**config.mk**
```make
export PLATFORM = sky130hd
export DESIGN_NAME = mitm_out_shifter
export DESIGN_NICKNAME = d
export VERILOG_FILES = /design/src/rtl/mitm_out_shifter_pkg.sv /design/src/rtl/mitm_edge_sync.sv /design/src/rtl/mitm_out_shifter.sv
export SDC_FILE = /design/constraint.sdc
export NUM_CORES = 1
export LEC_CHECK = 0
export CORE_MARGIN = 2
export CORE_UTILIZATION = 55
export CTS_CLUSTER_DIAMETER = 80
export DETAILED_ROUTE_END_ITERATION = 6
export GPL_TIMING_DRIVEN = 0
export PLACE_DENSITY = 0.83
export SLEW_MARGIN = 10
export SYNTH_ARGS = -nofsm -noshare
export SYNTH_HDL_FRONTEND = slang
export SYNTH_SLANG_ARGS = --single-unit
```
**constraint.sdc**
```tcl
create_clock -name sys_clk -period 5.45 [get_ports sys_clk]
set_clock_uncertainty 0.05 [all_clocks]
set_input_delay 1.09 -clock sys_clk [delete_from_list [all_inputs] [get_ports sys_clk]]
set_output_delay 1.09 -clock sys_clk [all_outputs]
set_load 0.1 [all_outputs]
```
**src/rtl/mitm_out_shifter_pkg.sv**
```systemverilog
// Shared definitions for the MITM output shifter slice.
package mitm_out_shifter_pkg;

  // Two-state shifter FSM, encodings shared with the other mitm_* blocks.
  typedef enum logic [0:0] {
    StIdle  = 1'b0,
    StShift = 1'b1
  } mitm_state_e;

  localparam int unsigned DefaultDataSize = 8;

endpackage

```
**src/rtl/mitm_edge_sync.sv**
```systemverilog
// Multi-stage synchroniser for an asynchronous bus pin with rise/fall pulse detect.
module mitm_edge_sync #(
  parameter int unsigned SYNC_STAGES = 2,
  parameter logic        RESET_VAL   = 1'b0
) (
  input  logic sys_clk,
  input  logic rst,
  input  logic sig_i,
  output logic rise_o,
  output logic fall_o
);

  logic [SYNC_STAGES-1:0] sync_q, sync_d;
  logic                   prev_q, prev_d;

  // Shift the pin through the synchroniser and remember the last synchronised level.
  always_comb begin
    sync_d = {sync_q[SYNC_STAGES-2:0], sig_i};
    prev_d = sync_q[SYNC_STAGES-1];
  end

  // Reset to the idle bus level so no spurious edge is seen after reset.
  always_ff @(posedge sys_clk or posedge rst) begin
    if (rst) begin
      sync_q <= {SYNC_STAGES{RESET_VAL}};
      prev_q <= RESET_VAL;
    end else begin
      sync_q <= sync_d;
      prev_q <= prev_d;
    end
  end

  // Single-cycle edge pulses on the synchronised level.
  always_comb begin
    rise_o = sync_q[SYNC_STAGES-1] & ~prev_q;
    fall_o = ~sync_q[SYNC_STAGES-1] & prev_q;
  end

endmodule

```
**src/rtl/mitm_out_shifter.sv**
```systemverilog
// Serialises queued fake words onto one intercepted SPI data line, locked to the real bus.
module mitm_out_shifter
  import mitm_out_shifter_pkg::*;
#(
  parameter int unsigned DATA_SIZE   = DefaultDataSize,
  parameter int unsigned SYNC_STAGES = 2,
  parameter int unsigned CPOL        = 0,
  parameter int unsigned MSB_FIRST   = 1,
  localparam int unsigned CntW       = $clog2(DATA_SIZE + 1)
) (
  input  logic                 sys_clk,
  input  logic                 rst,
  input  logic                 bus_sclk_in,
  input  logic                 bus_cs_n_in,
  input  logic                 real_bit_in,
  input  logic                 load_valid,
  input  logic [DATA_SIZE-1:0] load_data,
  input  logic                 load_select,
  output logic                 load_ready,
  output logic                 bus_bit_out,
  output logic [CntW-1:0]      bit_count,
  output logic                 word_done,
  output logic                 underrun,
  output logic                 frame_abort
);

  logic sclk_rise, sclk_fall, cs_rise, cs_fall;
  logic lead, trail;

  mitm_edge_sync #(
    .SYNC_STAGES(SYNC_STAGES),
    .RESET_VAL  (CPOL != 0)
  ) u_sclk_sync (
    .sys_clk(sys_clk),
    .rst    (rst),
    .sig_i  (bus_sclk_in),
    .rise_o (sclk_rise),
    .fall_o (sclk_fall)
  );

  mitm_edge_sync #(
    .SYNC_STAGES(SYNC_STAGES),
    .RESET_VAL  (1'b1)
  ) u_cs_sync (
    .sys_clk(sys_clk),
    .rst    (rst),
    .sig_i  (bus_cs_n_in),
    .rise_o (cs_rise),
    .fall_o (cs_fall)
  );

  assign lead  = (CPOL == 0) ? sclk_rise : sclk_fall;
  assign trail = (CPOL == 0) ? sclk_fall : sclk_rise;

  mitm_state_e          state_q, state_d;
  logic                 hold_full_q, hold_full_d;
  logic [DATA_SIZE-1:0] hold_data_q, hold_data_d;
  logic                 hold_sel_q, hold_sel_d;
  logic [DATA_SIZE-1:0] shift_q, shift_d;
  logic                 act_sel_q, act_sel_d;
  logic [CntW-1:0]      bit_count_q, bit_count_d;
  logic                 start_pend_q, start_pend_d;
  logic                 word_done_q, word_done_d;
  logic                 underrun_q, underrun_d;
  logic                 frame_abort_q, frame_abort_d;

  logic                 in_shift, word_start, load_fire, last_lead, cur_bit;
  logic [DATA_SIZE-1:0] shift_adv;

  // FSM state register.
  always_ff @(posedge sys_clk or posedge rst) begin
    if (rst) state_q <= StIdle;
    else     state_q <= state_d;
  end

  // FSM next state: a frame spans CS_n low.
  always_comb begin
    state_d = state_q;
    case (state_q)
      StIdle:  if (cs_fall) state_d = StShift;
      StShift: if (cs_rise) state_d = StIdle;
      default: state_d = StIdle;
    endcase
  end

  assign in_shift   = (state_q == StShift);
  // Back-to-back words start the cycle after the final lead edge, unless CS_n is rising.
  assign word_start = (!in_shift && cs_fall) || (in_shift && start_pend_q && !cs_rise);
  assign load_fire  = load_valid && !hold_full_q;
  assign last_lead  = (bit_count_q == CntW'(DATA_SIZE - 1));
  assign shift_adv  = (MSB_FIRST != 0) ? {shift_q[DATA_SIZE-2:0], 1'b0}
                                       : {1'b0, shift_q[DATA_SIZE-1:1]};
  assign cur_bit    = (MSB_FIRST != 0) ? shift_q[DATA_SIZE-1] : shift_q[0];

  // Datapath next state: hold/shift registers, bit counter and status pulses.
  always_comb begin
    hold_full_d   = hold_full_q;
    hold_data_d   = hold_data_q;
    hold_sel_d    = hold_sel_q;
    shift_d       = shift_q;
    act_sel_d     = act_sel_q;
    bit_count_d   = bit_count_q;
    start_pend_d  = 1'b0;
    word_done_d   = 1'b0;
    underrun_d    = 1'b0;
    frame_abort_d = 1'b0;

    if (in_shift && cs_rise) begin
      // Frame end: drop the partial word but keep any queued word for the next frame.
      frame_abort_d = (bit_count_q != '0);
      bit_count_d   = '0;
      act_sel_d     = 1'b0;
    end else begin
      if (word_start) begin
        shift_d     = hold_full_q ? hold_data_q : '0;
        act_sel_d   = hold_full_q && hold_sel_q;
        underrun_d  = !hold_full_q;
        hold_full_d = 1'b0;
      end
      if (in_shift && lead) begin
        if (last_lead) begin
          bit_count_d  = '0;
          word_done_d  = 1'b1;
          start_pend_d = 1'b1;
        end else begin
          bit_count_d = bit_count_q + 1'b1;
        end
      end else if (in_shift && trail && (bit_count_q != '0)) begin
        // A zero count means the next word is already loaded; do not shift it.
        shift_d = shift_adv;
      end
    end

    // Evaluated after word start so a word accepted now waits for the next word.
    if (load_fire) begin
      hold_full_d = 1'b1;
      hold_data_d = load_data;
      hold_sel_d  = load_select;
    end
  end

  // Datapath registers.
  always_ff @(posedge sys_clk or posedge rst) begin
    if (rst) begin
      hold_full_q   <= 1'b0;
      hold_data_q   <= '0;
      hold_sel_q    <= 1'b0;
      shift_q       <= '0;
      act_sel_q     <= 1'b0;
      bit_count_q   <= '0;
      start_pend_q  <= 1'b0;
      word_done_q   <= 1'b0;
      underrun_q    <= 1'b0;
      frame_abort_q <= 1'b0;
    end else begin
      hold_full_q   <= hold_full_d;
      hold_data_q   <= hold_data_d;
      hold_sel_q    <= hold_sel_d;
      shift_q       <= shift_d;
      act_sel_q     <= act_sel_d;
      bit_count_q   <= bit_count_d;
      start_pend_q  <= start_pend_d;
      word_done_q   <= word_done_d;
      underrun_q    <= underrun_d;
      frame_abort_q <= frame_abort_d;
    end
  end

  // Outputs: real line passes through combinationally unless a fake word is active.
  always_comb begin
    bus_bit_out = (in_shift && act_sel_q) ? cur_bit : real_bit_in;
    load_ready  = !hold_full_q;
    bit_count   = bit_count_q;
    word_done   = word_done_q;
    underrun    = underrun_q;
    frame_abort = frame_abort_q;
  end

endmodule

```
==> metrics.txt <==
outcome finished clean; worst setup margin between 1.5 and 2 ns; synthesized flop and latch total 33; initial antenna violation count 0; Worst Path Max Fanout 1; post-synth top area share 0.539; Reg clk slew, reported paths ~0.090 ns; DRT antenna net count 0; average size of a mapped cell 12.8 µm²; Power Density about 440 nW/µm²; Critical Path Max Stage Delay between 1 and 1.5 ns; synth top area cells dfrtp_1 54%, mux2_2 8.1%, dfstp_2 5.7%, a221o_1 5.0%, and3_1 3.1%; Post-layout nets approximately 160; routed len/inst ~15 µm; Max Slew Vio Count 0; max cap viols 0; largest net degree at the start of global routing 34; DP Worst Slack 1.49 ns; core region area about 2400 µm²; # diodes 0; Num CTS Buffers 5; WHS Endpoint u_sclk_sync.sync_q[1]; largest area contributor in the netlist dfrtp_1; Max Used Layer met4; metal1 wirelength ~1.1 mm; Crit. End Element output pin; DRC viols 0; Synth Instances 109; worst skew pair latency about 0.33 ns; cell count of the worst hold path 0; die width ~54 µm; Final Cell Area ~1700 µm²; Mapped Nets 126; detailed-route via count 941; Final Cycle Share 0.723; Ports 24; Hold Crit Class reg -> reg; Met2 Wirelength between 1 and 1.5 mm; Reg-to-Reg Start bit_count[0]; vias in the first global route 904; mapped cell area 1390 µm²; first-pass GRT wire length ~4 mm; CTS tree built; row cnt 18; Initial Util 0.573; Worst VDD drop 283 µV; Die Y ~54 µm; worst hold slack approximately 0.32 ns; Detailed Routing Iterations Pass 1 4; IO Port Bufs 23; RD Place Congestion 0.781; initial drt markers 16; most frequent CP cell clkdlybuf4s50_1; layout cells sized above 1 0.186; clk root buf clkbuf_4; via/cell ratio around 5.5; Hold-fix buffers, CTS 0; CP startpoint kind primary input; GRT overflow 0; R2R depth 6; H-tree Lvls 2; YS warnings 0; CTS-repair resized insts 0; Fin. Hold Viols 0; Worst EP arrival around 2.8 ns; FMAX about 0.25 GHz; clock tree buffer depth 2; Overall Global Routing Usage 0.210; r2r setup slk between 3 and 4 ns; worst slew pin tran just under 1 ns; wire length on met3 139 µm; CP max stage cell clkdlybuf4s50_1; Worst R2R End shift_q[2]; Final setup viols 0; Worst Min Path Start u_sclk_sync.sync_q[0]; Rel. slew slack 0.352; CTS sink count 33; hpwl dp 1.85 mm; kind of critical path in -> out; minimum clock period around 3.9 ns; Placed Area approximately 1700 µm²; postcts setup bufs 0; synth unique cells 29; P_leak approximately 0.77 nW; Req. time, crit path between 4 and 5 ns; setup TNS 0 ns; Routed WL 2.57 mm; sequential area share after synthesis 0.596; RSZ-0062 raised after global routing no; area grow syn2layout 23.5%; CP Cell Sequence clkdlybuf4s50_1 > mux2_2 > clkdlybuf4s50_1; die area just under 3000 µm²
[worst max path at each step]
stage	endpoint	startpoint	slack, ns	depth (start not counted)
final	bus_bit_out	real_bit_in	1.51	3
after global routing	bus_bit_out	real_bit_in	1.45	3
after CTS	bus_bit_out	real_bit_in	1.49	3
after detailed placement	bus_bit_out	real_bit_in	1.49	3
after global placement	bus_bit_out	real_bit_in	1.52	3
after floorplan	bus_bit_out	real_bit_in	2.75	1
[worst max-delay path, delay by kind of cell]
family | cells | cell delay, ns
buffers and inverters | 2 | 1.57
muxes | 1 | 0.14
[where the power goes]
part           internal, mW  leakage (nW)  switching [mW]  total, mW
sequential            0.321         0.405          0.0470      0.368
combinational         0.103         0.334           0.144      0.247
clock                0.0636        0.0326          0.0780      0.142
total                 0.488         0.772           0.269      0.757
[cell type report]
cell class              count  area, µm²
plain buffers               3       18.8
clock buffers               8       58.8
fillers                   193        713
inverters                   5       18.8
multi-input cells          68        526
flip-flops and latches     33        830
well taps                  30       37.5
repair buffers             23        230
[flip-flops by register name, summed over array words and instances, names as in the netlist]
signal and count:
u_sclk_sync.sync_q 2, underrun 1, u_cs_sync.prev_q 1, bit_count 4, hold_full_q 1, in_shift 1, hold_sel_q 1, u_sclk_sync.prev_q 1
u_cs_sync.sync_q 2, act_sel_q 1, frame_abort 1, word_done 1, shift_q 8, hold_data_q 8
[synthesized netlist by cell type]
library cell  number
dfrtp_1           30
mux2_2            10
nand2_1           10
a221o_1            7
and3_1             7
o21ai_0            6
inv_1              5
dfstp_2            3
nand3_1            3
nor2_1             3
nor2b_1            3
a21oi_1            2
clkbuf_1           2
ha_1               2
nand3b_1           2
a21o_1             1
a22o_1             1
and2_1             1
and2b_1            1
buf_6              1
mux2i_2            1
nor3_4             1
nor3b_1            1
nor3b_2            1
nor3b_4            1
o21ai_1            1
o21ai_4            1
o21bai_1           1
xor2_1             1
[kinds of logic (layout without fill, tap and decap cells)]
kind of cell / count (synthesis) / after routing / share of synthesized area
and+or+nand+nor: 34 / 34 / 0.151
DFF: 33 / 33 / 0.596
AOI/OAI and AO/OA: 20 / 20 / 0.111
muxes: 11 / 11 / 0.0907
buffers and inverters: 8 / 39 / 0.0270
adders and majority gates: 2 / 2 / 0.0180
xor gates and xnor gates: 1 / 1 / 0.00629
[metal layers]
layer  track usage  up-vias
met5             0        -
met4         0.108        0
met3        0.0601        7
met2         0.333       27
met1         0.261      458
li1              -      449
[layout by cell type (no fill, tap or decap), types with 2 or more instances in the layout]
| cell type | count |
|---|---|
| a21oi_1 | 2 |
| a221o_1 | 7 |
| and3_1 | 7 |
| clkbuf_1 | 4 |
| clkbuf_4 | 5 |
| clkdlybuf4s50_1 | 23 |
| dfrtp_1 | 30 |
| dfstp_2 | 3 |
| ha_1 | 2 |
| inv_1 | 4 |
| mux2_2 | 10 |
| nand2_1 | 10 |
| nand3_1 | 3 |
| nand3b_1 | 2 |
| nor2_1 | 3 |
| nor2b_1 | 3 |
| o21ai_0 | 6 |
[per-stage QoR]
| step | total power [mW] | util | cells |
|---|---|---|---|
| 2_1_floorplan | 0.554 | - | 109 |
| 5_1_grt | 0.799 | 0.707 | 170 |
| 3_5_place_dp | 0.623 | 0.683 | 162 |
| 4_1_cts | 0.764 | 0.707 | 170 |
| 3_3_place_gp | 0.607 | 0.683 | 162 |
| 6_report | 0.757 | 0.707 | 170 |
No activity file was read; power rests on OpenSTA's default activity.
